==> src/rtl/delta_pkg.sv <==
// Shared widths, FSM state type and signed saturation for the serial delta unit.
package delta_pkg;

    localparam int SAT_XW = 64;

    typedef enum logic [1:0] {
        ST_IDLE,
        ST_ACCUM,
        ST_OUT
    } state_t;

    function automatic int calc_w(input int wc, input int wd);
        return wc + wd;
    endfunction

    function automatic int calc_wa(input int wc, input int wd, input int nn);
        return wc + wd + $clog2(nn);
    endfunction

    // Clamp a sign-extended value into the w-bit signed range.
    function automatic logic signed [SAT_XW-1:0] sat_signed(
        input logic signed [SAT_XW-1:0] x,
        input int                       w
    );
        logic signed [SAT_XW-1:0] hi;
        logic signed [SAT_XW-1:0] lo;
        hi = (64'sd1 <<< (w - 1)) - 64'sd1;
        lo = -(64'sd1 <<< (w - 1));
        if (x > hi) return hi;
        if (x < lo) return lo;
        return x;
    endfunction

endpackage

==> src/rtl/delta_lane.sv <==
// One current-layer neuron: saturated weighted-delta accumulation with ReLU mask,
// or activation-minus-target in output mode. Result is registered on the last beat.
module delta_lane
    import delta_pkg::*;
#(
    parameter int W  = 8,
    parameter int WD = 4,
    parameter int WA = 10
) (
    input  logic          i_clk,
    input  logic          i_rst_n,
    input  logic [W-1:0]  i_act,
    input  logic [W-1:0]  i_aux,
    input  logic [W-1:0]  i_delta,
    input  logic          i_first,
    input  logic          i_beat,
    input  logic          i_last,
    input  logic          i_hidden,
    output logic [WA-1:0] o_result
);

    localparam int XW = WA - W;

    logic signed [2*W-1:0] w_aux_x;
    logic signed [2*W-1:0] w_delta_x;
    logic signed [2*W-1:0] w_prod;
    logic signed [2*W-1:0] w_shift;
    logic [W-1:0]          w_term;
    logic [W-1:0]          w_act_eff;
    logic [WA-1:0]         w_term_x;
    logic [WA-1:0]         w_sum;
    logic [WA-1:0]         w_act_x;
    logic [WA-1:0]         w_aux_ext;
    logic [WA-1:0]         w_diff;
    logic [WA-1:0]         w_result;

    logic [W-1:0]          r_act;
    logic [WA-1:0]         r_acc;
    logic [WA-1:0]         r_out;

    // Operands widened first so the 2W-bit product keeps its full signed value.
    assign w_aux_x   = {{W{i_aux[W-1]}}, i_aux};
    assign w_delta_x = {{W{i_delta[W-1]}}, i_delta};
    assign w_prod    = w_aux_x * w_delta_x;
    assign w_shift   = w_prod >>> WD;
    assign w_term    = W'(sat_signed({{(SAT_XW-2*W){w_shift[2*W-1]}}, w_shift}, W));
    assign w_term_x  = {{XW{w_term[W-1]}}, w_term};

    assign w_sum     = (i_first ? '0 : r_acc) + w_term_x;
    assign w_act_x   = {{XW{i_act[W-1]}}, i_act};
    assign w_aux_ext = {{XW{i_aux[W-1]}}, i_aux};
    assign w_diff    = w_act_x - w_aux_ext;

    // The mask uses the activation captured on the first beat, or the live one on that beat.
    assign w_act_eff = i_first ? i_act : r_act;
    assign w_result  = !i_hidden ? w_diff :
                       (!w_act_eff[W-1] && (w_act_eff != '0)) ? w_sum : '0;

    // NOTE: state registers use non-blocking assignments so every flop samples pre-edge values.
    always_ff @(posedge i_clk or negedge i_rst_n) begin
        if (!i_rst_n) begin
            r_act <= '0;
            r_acc <= '0;
            r_out <= '0;
        end else begin
            if (i_first) r_act <= i_act;
            if (i_first || i_beat) r_acc <= w_sum;
            if (i_last) r_out <= w_result;
        end
    end

    assign o_result = r_out;

endmodule

==> src/rtl/delta_serial.sv <==
// Time-multiplexed backprop delta unit: FSM, beat counter and stream handshakes
// around NC delta_lane instances.
module delta_serial
    import delta_pkg::*;
#(
    parameter  int NC = 4,
    parameter  int NN = 4,
    parameter  int WC = 4,
    parameter  int WD = 4,
    localparam int W  = calc_w(WC, WD),
    localparam int WA = calc_wa(WC, WD, NN)
) (
    input  logic                  iCLK,
    input  logic                  iRST,
    input  logic                  iValid_AS,
    output logic                  oReady_AS,
    input  logic                  iHidden_AS,
    input  logic [(2*NC+1)*W-1:0] iData_AS,
    output logic                  oValid_BS,
    input  logic                  iReady_BS,
    output logic [NC*WA-1:0]      oData_BS
);

    localparam int            KW     = $clog2(NN);
    localparam logic [KW-1:0] K_LAST = KW'(NN - 1);

    state_t        r_state;
    logic [KW-1:0] r_k;
    logic          r_hidden;
    logic          r_ready;
    logic          r_valid;

    logic          w_in_hs;
    logic          w_first;
    logic          w_beat;
    logic          w_last;
    logic          w_mode;

    assign w_in_hs = iValid_AS && r_ready;
    assign w_first = w_in_hs && (r_state == ST_IDLE);
    assign w_beat  = w_in_hs && (r_state == ST_ACCUM);
    assign w_last  = (w_first && !iHidden_AS) || (w_beat && (r_k == K_LAST));
    assign w_mode  = (r_state == ST_IDLE) ? iHidden_AS : r_hidden;

    always_ff @(posedge iCLK or negedge iRST) begin
        if (!iRST) begin
            r_state  <= ST_IDLE;
            r_k      <= '0;
            r_hidden <= 1'b0;
            r_ready  <= 1'b1;
            r_valid  <= 1'b0;
        end else begin
            case (r_state)
                ST_IDLE: if (w_first) begin
                    r_hidden <= iHidden_AS;
                    if (iHidden_AS) begin
                        r_k     <= KW'(1);
                        r_state <= ST_ACCUM;
                    end else begin
                        r_state <= ST_OUT;
                        r_ready <= 1'b0;
                        r_valid <= 1'b1;
                    end
                end
                ST_ACCUM: if (w_beat) begin
                    if (r_k == K_LAST) begin
                        r_k     <= '0;
                        r_state <= ST_OUT;
                        r_ready <= 1'b0;
                        r_valid <= 1'b1;
                    end else begin
                        r_k <= r_k + KW'(1);
                    end
                end
                ST_OUT: if (iReady_BS) begin
                    r_state <= ST_IDLE;
                    r_ready <= 1'b1;
                    r_valid <= 1'b0;
                end
                default: r_state <= ST_IDLE;
            endcase
        end
    end

    assign oReady_AS = r_ready;
    assign oValid_BS = r_valid;

    for (genvar j = 0; j < NC; j++) begin : g_lane
        delta_lane #(
            .W  (W),
            .WD (WD),
            .WA (WA)
        ) u_lane (
            .i_clk    (iCLK),
            .i_rst_n  (iRST),
            .i_act    (iData_AS[j*W +: W]),
            .i_aux    (iData_AS[(NC+j)*W +: W]),
            .i_delta  (iData_AS[2*NC*W +: W]),
            .i_first  (w_first),
            .i_beat   (w_beat),
            .i_last   (w_last),
            .i_hidden (w_mode),
            .o_result (oData_BS[j*WA +: WA])
        );
    end

endmodule

==> config.mk <==
export PLATFORM = sky130hd
export DESIGN_NAME = delta_serial
export DESIGN_NICKNAME = d
export VERILOG_FILES = /design/src/rtl/delta_pkg.sv /design/src/rtl/delta_lane.sv /design/src/rtl/delta_serial.sv
export SDC_FILE = /design/constraint.sdc
export NUM_CORES = 1
export LEC_CHECK = 0
export BUFFER_PORTS_ARGS = -buffer_cell sky130_fd_sc_hd__buf_2
export CAP_MARGIN = 20
export CORE_ASPECT_RATIO = 0.7
export CORE_MARGIN = 2
export CORE_UTILIZATION = 40
export CTS_BUF_LIST = sky130_fd_sc_hd__clkbuf_16
export CTS_CLUSTER_SIZE = 24
export DETAILED_ROUTE_END_ITERATION = 12
export PLACE_DENSITY_LB_ADDON = 0.3
export SYNTH_ARGS = -nofsm -noshare
export SYNTH_HDL_FRONTEND = slang
export SYNTH_SLANG_ARGS = --single-unit
export TNS_END_PERCENT = 100
==> constraint.sdc <==
create_clock -name iCLK -period 3.9 [get_ports iCLK]
set_clock_uncertainty 0.2 [all_clocks]
set_input_delay 0.78 -clock iCLK [delete_from_list [all_inputs] [get_ports iCLK]]
set_output_delay 0.78 -clock iCLK [all_outputs]
set_load 0.03 [all_outputs]
-- Yosys cells after proc, flatten, opt, wreduce, memory -nomap -nowiden
Cells that the tools add are included.
- memories kept: 0
- bits of input ports: 77
- latch bits: 0
- output and inout bits: 42
- word-level logic and storage cells: 142
- memory bits (writable): 0
- register bits after elaboration: 119
- ROM bits: 0
- divide/modulo/power cells: 0
- bitwise operators: 0
- $add $sub $neg: 9
- mux-type cells: 68
- $mul: 4
- shift operators: 0
- equality and inequality tests: 9
- magnitude comparators: 8
- reduce and logical (&&, ||, !) cells: 27
- operators with widths (kind ; number):
    $mux W8 ; 20
    $mux W10 ; 12
    $mul A8 B8 Y16 ; 4
    $gt A12 B8 Y1 const B ; 4
    $lt A12 B8 Y1 const B ; 4
    $add A10 B10 Y10 ; 4
    $sub A8 B8 Y9 ; 4
    $reduce_bool A8 Y1 ; 4
    $mux W1 ; 23
    $mux W2 ; 9
    $logic_and A1 B1 Y1 ; 9
    $reduce_and A4 Y1 ; 2
    $ne A2 B1 Y1 const B ; 3
    $ne A2 B2 Y1 const B ; 3
    $pmux W1 S3 ; 2
    $pmux W2 S3 ; 1
    $reduce_and A6 Y1 ; 1
    $logic_not A1 Y1 ; 5
    $eq A2 B2 Y1 const B ; 2
    $pmux W2 S2 ; 1
    $reduce_bool A3 Y1 ; 1
    $add A2 B1 Y2 const B ; 1
    $eq A2 B1 Y1 const B ; 1
    $logic_not A2 Y1 ; 1
    other kinds (3) ; 4

-- Longest topological paths before layout
Gate-level depths: netlist of the first run.
- depth in word-level cells: 9
- depth in mapped cells: 32
- mapped depth without buffers: 29

-- Modules after synthesis
From an unflattened synthesis of the first run, not the netlist that was laid out.
- cells, all modules: 2036
- area, all modules: 18461.5 µm²
- by module, submodules not included (module ; cells each ; times used ; area an instance (µm²) ; sequential area each (µm²)):
    delta_lane (g_lane[0].u_lane ...) ; 491 ; 2 ; 4454.3 ; 700.7
    delta_lane (g_lane[3].u_lane) ; 523 ; 1 ; 4659.5 ; 700.7
    delta_lane (g_lane[2].u_lane) ; 495 ; 1 ; 4491.8 ; 700.7
    delta_serial ; 36 ; 1 ; 401.6 ; 176.4

-- Worst setup path after synthesis of the first run
Ideal clock, no wire load.
- kind: in2reg
- from: in iData_AS[70]
- to: reg g_lane[2].u_lane.r_out[9]
- arrival time: 7.246 ns
- buffers on the path: 2
- cell stages on the path: 28
- setup time: 0.131 ns
- setup slack: -3.677 ns
- data required time: 3.569 ns
- cells stage by stage: clkbuf_1 > clkbuf_1 > nand2_1 > fa_1 > fa_1 > inv_1 > fa_1 > inv_1 > fa_1 > inv_1 > ha_1 > and3_1 > a2111o_1 > a21o_1 > a21oi_2 > mux2_1 > nor3_1 > a21oi_4 > a21o_1 > ha_1 > a21o_1 > a211oi_1 > nor2_1 > o41ai_1 > o21ai_0 > xor2_1 > xor2_1 > o211ai_1
- word-level cells in the longest chain between the ends: 9
- elaborated cells on any way between the ends: 12
- classes of those cells: add/sub: 1; mul: 1; order compare: 2; mux: 8
- ends and longest elaborated chain (what ; line ; text):
    start: declaration ; delta_serial.sv:18 ; input logic [(2*NC+1)*W-1:0] iData_AS,
    $mul A8 B8 Y16 (*) ; delta_lane.sv:44 ; assign w_prod = w_aux_x * w_delta_x;
    $lt A12 B8 Y1 ; delta_pkg.sv:30 ; if (x < lo) return lo;
    $mux W1 (2 in series) ; delta_pkg.sv:30 ;
    $mux W8 ; delta_pkg.sv:31 ; return x;
    $mux W8 (*) ; delta_pkg.sv:30 ;
    $add A10 B10 Y10 (*) ; delta_lane.sv:49 ; assign w_sum = (i_first ? '0 : r_acc) + w_term_x;
    $mux W10 (*) ; delta_lane.sv:57 ; (!w_act_eff[W-1] && (w_act_eff != '0)) ? w_sum : '0;
    $mux W10 (*) ; delta_lane.sv:56 ; assign w_result = !i_hidden ? w_diff :
    end signal: assignment ; delta_lane.sv:68 ; if (i_last) r_out <= w_result;
    end: declaration ; delta_lane.sv:39 ; logic [WA-1:0] r_out;
Mark *: on every way between the ends. The rest lies on a longest branch, timed or not. The select of a mux whose other input is x is not followed.
A chain may end at the register's enable or synchronous reset.

-- Worst setup path in the final report of the first run
- from: in iData_AS[68]
- to: reg g_lane[1].u_lane.r_acc[9]
- word-level cells in the longest chain between the ends: 7
- elaborated cells on any way between the ends: 10
- classes of those cells: add/sub: 1; mul: 1; order compare: 2; mux: 6
- ends and longest elaborated chain (what ; line ; text):
    $mul A8 B8 Y16 (*) ; delta_lane.sv:44 ;
    $lt A12 B8 Y1 ; delta_pkg.sv:30 ;
    $mux W1 (2 in series) ; delta_pkg.sv:30 ;
    $mux W8 ; delta_pkg.sv:31 ;
    $mux W8 (*) ; delta_pkg.sv:30 ;
    $add A10 B10 Y10 (*) ; delta_lane.sv:49 ;
    end signal: assignment ; delta_lane.sv:67 ; if (i_first || i_beat) r_acc <= w_sum;
    end: declaration ; delta_lane.sv:38 ; logic [WA-1:0] r_acc;
Marks and branches as above.

==> results.md, run 1 <==
* Most frequent cells in the layout: inv_1 (338), buf_4 (330), nand2_1 (263)
* WS Path Type: in2reg
* Final setup fails at 80
* Placer Congestion at 0.873
* FP Rows at 65
* Gate Count Post-Synth at between 2000 and 2500
* DP HPWL at 41500 µm
* Final WS setup at -3.05 ns
* Die width at 260 µm
* CORE AREA at 45200 µm²
* Synthesized area per cell at 8.58 µm²
* Post-synthesis cell area at 18400 µm²
* Clock sinks at 119
* Hold slack at 0.216 ns
* Peak fanout along the critical path at 6
* Crit-path max cell delay at 0.54 ns
* Req. time, crit path at 3.99 ns
* Pin count of the biggest net entering global routing at 64
* Routed WL at 53000 µm
* Synth cell types at between 70 and 80
* Synth Register Bits at 119
* Final min period at 6.95 ns
* Total Routing Usage GR at 22.8%
* H-tree levels at 4
* Fill count at approximately 4000
* Antenna cells at 0
* Total iterations of the first detailed-routing run at 5
* Failing checks: setup timing
* Total negative slack at -202.79 ns
* # nets final at about 3100
* Clock Latency Late Sink at roughly 0.43 ns
* Layout cells sized above 1 at a little under a third
* Cell mode on critical path: fa_1
* Via count at 16200
* Clock transition at path regs at 0.06 ns
* Post-synth EDFFs at 0
* IO Port Bufs at 118
* HP Class: in2async
* Vias in the first global route at 17500
* Fraction of registers with async set/reset at 100%
* Peak Freq at 144 MHz
* Residual DRC count at 0
* Initial Utilization at between 40% and 50%
* R2R setup slack at between 0.4 and 0.5 ns
* Max-slew headroom at approximately a third
* Area grow syn2layout at 35.9%
* Initial DRC count at 970
* RSZ-0062 raised after global routing: true
* CTS root buf: clkbuf_16
* Full die area at ~48000 µm²
* Crit path DAT at 7.05 ns
* Critical Path End Type: flip-flop
* IO Pins at ~120
* Fin crit share at 178%
* Status: finished with violations
* Total grt overflow at 0
* WL per Instance at approximately 16 µm
* Yosys warnings at 0
* CTS Buf Count at 17
* Fin util at approximately 55%
* First-pass GRT wire length at 87400 µm
* Commonest non-fill, non-tap cell in the layout: inv_1
* CP startpoint kind: input port
* Number of antenna violations at the first check in global routing at 0
* Max Root-Sink Buffers at 2
* Drt via density at approximately 5.0
* CTS tree: built
* Part of the Yosys area used for sequential elements at 16.2%
* Endpoints failing hold at 0
* Max-Cap Viols at 0
* Syn_nets at 2624
* Die height at between 150 and 200 µm
* Max-slew violation total from the final report at 0
* Slew @ Worst Pin at just under 1 ns
* Top FF cell, synth: dfrtp_1
* Antenna viol nets, final at 0
* Critical path's slowest cell: fa_1
==> registers in the layout, indices dropped and copies added, names as in the netlist <==
| signal | flops |
|---|---|
| r_state | 2 |
| r_hidden | 1 |
| g_lane.u_lane.r_acc | 40 |
| oReady_AS | 1 |
| r_k | 2 |
| g_lane.u_lane.r_act | 32 |
| g_lane.u_lane.o_result | 40 |
| oValid_BS | 1 |
==> worst max-delay path, delay by kind of cell <==
kind            cells  cell delay, ns
buf+inv             8            0.70
fa+ha+maj           6            2.49
mux                 1            0.19
compound gates     10            1.72
simple gates        4            0.72
xor+xnor            2            0.42
==> cell usage after synthesis, types with 56 or more instances <==
cell / count / area [µm²]
ha_1: 181 / 2260
fa_1: 224 / 4480
a21oi_1: 65 / 325
nor2b_1: 79 / 494
clkbuf_1: 56 / 210
xnor2_1: 75 / 657
dfrtp_1: 118 / 2950
nor2_1: 114 / 428
inv_1: 378 / 1420
and2_1: 157 / 982
nand2_1: 273 / 1020
o21ai_0: 91 / 455
==> cell type report <==
cell class / count / area, µm² / area share (%)
inverters: 378 / 1420 / 5.68
clock buffers: 17 / 425 / 1.70
well taps: 603 / 754 / 3.02
repair buffers: 501 / 3930 / 15.8
flip-flops and latches: 119 / 2980 / 11.9
multi-input cells: 1585 / 15300 / 61.3
clock inverters: 15 / 156 / 0.626
==> repair_timing <==
| item | 4_1_cts | 5_1_grt |
|---|---|---|
| gates cloned | 1 | 0 |
| gates resized for setup | 177 | 124 |
| setup endpoints to repair | 80 | 80 |
| pin swaps | 122 | 122 |
| buffers inserted | 42 | 33 |
| hold buffers | 0 | 0 |
| endpoints found under the hold margin | 0 | 0 |
==> per-stage QoR <==
step / cell area, µm² / setup slack [ns] / cells
final: 25000 / -3.05 / 3218
after floorplan: 18900 / -3.15 / 2142
after global routing: 25000 / -3.28 / 3218
after global placement: 22500 / -3.50 / 3125
after detailed placement: 22500 / -3.67 / 3125
after CTS: 24200 / -2.91 / 3193
==> cell families (layout without fill, tap and decap cells) <==
kind of cell	after synthesis	after routing	share of synthesized area, %
and+or+nand+nor	724	724	19.3
buffers and inverters	438	911	8.98
adders and majority gates	405	405	36.7
AOI/OAI and AO/OA	329	329	12.3
DFF	119	119	16.2
xor gates and xnor gates	109	109	5.42
muxes	18	18	1.02
==> worst paths after layout <==
check / start / to / cells past startpoint
min: iRST / g_lane[0].u_lane.r_act[3]$_DFF_PN0_ / 1
max reg2reg: oReady_AS$_DFFE_PN1P_ / g_lane[2].u_lane.o_result[9]$_DFFE_PN0P_ / 15
min reg2reg: g_lane[0].u_lane.r_acc[7]$_DFFE_PN0P_ / g_lane[0].u_lane.r_acc[7]$_DFFE_PN0P_ / 2
max in group asynchronous: iRST / oReady_AS$_DFFE_PN1P_ / 2
min in group iCLK: g_lane[0].u_lane.r_acc[7]$_DFFE_PN0P_ / g_lane[0].u_lane.r_acc[7]$_DFFE_PN0P_ / 2
max: iData_AS[68] / g_lane[1].u_lane.r_acc[9]$_DFFE_PN0P_ / 31
==> layer usage <==
metal / routed length [µm] / track usage (%) / vias up / part of all wire, %
met1: 22800 / 28.4 / 8038 / 43
met2: 27000 / 41.4 / 322 / 51
met5: 0 / 0 / - / 0
met3: 1860 / 2.82 / 98 / 3.5
li1: - / - / 7751 / -
met4: 1410 / 6.10 / 0 / 2.7
Power of run 1 is not shown: default switching activity piles up to over one toggle a cycle in this logic, so the estimate is an artifact.
==> run 2: changes to the inputs <==
clock period = 5.94 ns   (was 3.9 ns; I/O delays follow)
==> run 2 against run 1 <==
  * The flow still finishes with violations (setup timing)
  * Hold slack better by 0.049 ns
  * Routed wire length rose by 4.4%
  * Register-to-register slack better by 1.4 ns
  * Via count up 1.0%
  * Sequential share of layout area down 0.23 points
  * Non-clock buffer count up 8
  * Count of clock-buffer cells in the layout stayed put
  * First-iteration DRC count down 10%
  * Final area up 2.0%
  * Sequential cell count did not move
==> results.md, run 2 (same netlist as run 1, synthesis figures left out) <==
* Area of the multi-input gates at 15500 µm²
* Met3 Use GR at 2.86%
* Vias in the first global route at 17500
* Max-slew violation total from the final report at 0
* CTS root buf: clkbuf_16
* Critical path's slowest cell: fa_1
* CTS Buf Count at 17
* WS Path Type: in2reg
* Layout cells sized above 1 at 33.4%
* Drt via density at 5.07
* Fin crit share at 124%
* DP HPWL at 41700 µm
* Endpoints failing hold at 0
* RSZ-0062 raised after global routing: true
* Most frequent cells in the layout: inv_1 (331), buf_4 (327), nand2_1 (261)
* Initial DRC count at 870
* Commonest non-fill, non-tap cell in the layout: inv_1
* Peak Freq at 135 MHz
* Filler-free cell count of the finished design at 3227
* Clock Latency Late Sink at ~0.44 ns
* Failing checks: setup timing
* Residual DRC count at 0
* CTS tree: built
* Pin count of the biggest net entering global routing at 53
* Number of antenna violations at the first check in global routing at 1
* Initial Utilization at 40.6%
* FP Rows at 65
* CORE AREA at 45200 µm²
* Routed WL at 55300 µm
* Clock sinks at 119
* Final setup fails at 77
* Via count at 16400
* Total negative slack at -71.55 ns
* Clock transition at path regs at approximately 0.060 ns
* Fill count at 3896
* Total grt overflow at 0
* Crit-path max cell delay at 0.53 ns
* Placed Cells at 3115
* Bufs and invs on worst path at 8
* Cell family with most CP delay: adder cells
* Max-Cap Viols at 0
* Full die area at 47700 µm²
* Slew @ Worst Pin at between 1 and 1.5 ns
* Crit path DAT at 7.47 ns
* Critical Path End Type: flip-flop
* Met1 Use GR at 30.0%
* Area grow syn2layout at 38.6%
* H-tree levels at 4
* Peak fanout along the critical path at 4
* HP Class: reg2reg
* Total iterations of the first detailed-routing run at 5
* IO Port Bufs at 118
* Met2 GRT Util at 41.6%
* Die height at 183 µm
* Status: finished with violations
* Final min period at about 7.4 ns
* Antenna viol nets, final at 0
* Req. time, crit path at 6.03 ns
* Reg area at about 3000 µm²
* IO Pins at approximately 120
* # hold bufs at CTS at 0
* Gr busiest metal: met2
* Max-slew headroom at ~28%
* Max Root-Sink Buffers at 2
* Total Routing Usage GR at 23.4%
* Die width at 260 µm
* # nets final at 3092
* Placer Congestion at 0.884
* WL per Instance at 17.2 µm
* First-pass GRT wire length at 89100 µm
* CP startpoint kind: input port
* Final WS setup at -1.44 ns
## run 2: changes by cell type in the layout (fill, tap and decap cells not counted), moves of 5 or more
cell and change:
and2_1 -10, buf_6 +5, and2_4 +10, ha_4 +5, ha_1 -8, inv_1 -7
bufbuf_16 +5, inv_2 +5, buf_8 +5
## run 2: metal layers
metal | wire length, µm | up-vias
li1 | - | 7762
met1 | 23800 | 8144
met2 | 27900 | 380
met3 | 2220 | 89
met4 | 1480 | 2
met5 | 13 | -
## run 2: path summary, 6_finish.rpt
| check | from | slack (ns) | endpoint | depth (start not counted) |
|---|---|---|---|---|
| setup reg to reg | r_state[1]$_DFFE_PN0P_ | 1.84 | g_lane[0].u_lane.o_result[1]$_DFFE_PN0P_ | 11 |
| hold reg to reg | g_lane[3].u_lane.r_acc[8]$_DFFE_PN0P_ | 0.27 | g_lane[3].u_lane.r_acc[8]$_DFFE_PN0P_ | 2 |
| min in group asynchronous | iRST | 0.53 | g_lane[0].u_lane.r_act[3]$_DFF_PN0_ | 1 |
| hold / removal | g_lane[3].u_lane.r_acc[8]$_DFFE_PN0P_ | 0.27 | g_lane[3].u_lane.r_acc[8]$_DFFE_PN0P_ | 2 |
| max in group asynchronous | iRST | 3.86 | g_lane[3].u_lane.r_acc[5]$_DFFE_PN0P_ | 2 |
| setup / recovery | iData_AS[70] | -1.44 | g_lane[1].u_lane.r_acc[9]$_DFFE_PN0P_ | 30 |
## run 2: what timing repair did
action | 4_1_cts | 5_1_grt
gates cloned | 9 | 0
buffers inserted | 57 | 32
endpoints found under the setup margin | 80 | 80
pin swaps | 175 | 127
gates resized for setup | 255 | 129
## run 2: layout make-up
cell class | count | share of cell area [%]
multi-input cells | 1585 | 60.9
flip-flops and latches | 119 | 11.7
clock buffers | 17 | 1.67
repair buffers | 509 | 16.5
diodes | 1 | 0.00983
clock inverters | 15 | 0.703
well taps | 603 | 2.96
inverters | 378 | 5.58
## run 2: worst min-delay path, delay by kind of cell (launching register included)
kind,cells,cell delay [ns]
flops,1,0.34
simple gates,2,0.10
## run 2: through the flow
stage / util (%) / hold WS, ns / setup slack, ns / instance area [µm²]
final: 56.3 / 0.266 / -1.44 / 25500
after global routing: 56.3 / 0.284 / -1.70 / 25500
after CTS: 54.9 / 0.269 / -1.30 / 24800
after detailed placement: 49.5 / 0.254 / -2.00 / 22400
after global placement: 49.5 / 0.249 / -1.85 / 22400
after floorplan: - / 0.238 / -1.52 / 18900
Power of run 2 is left out for the same reason.
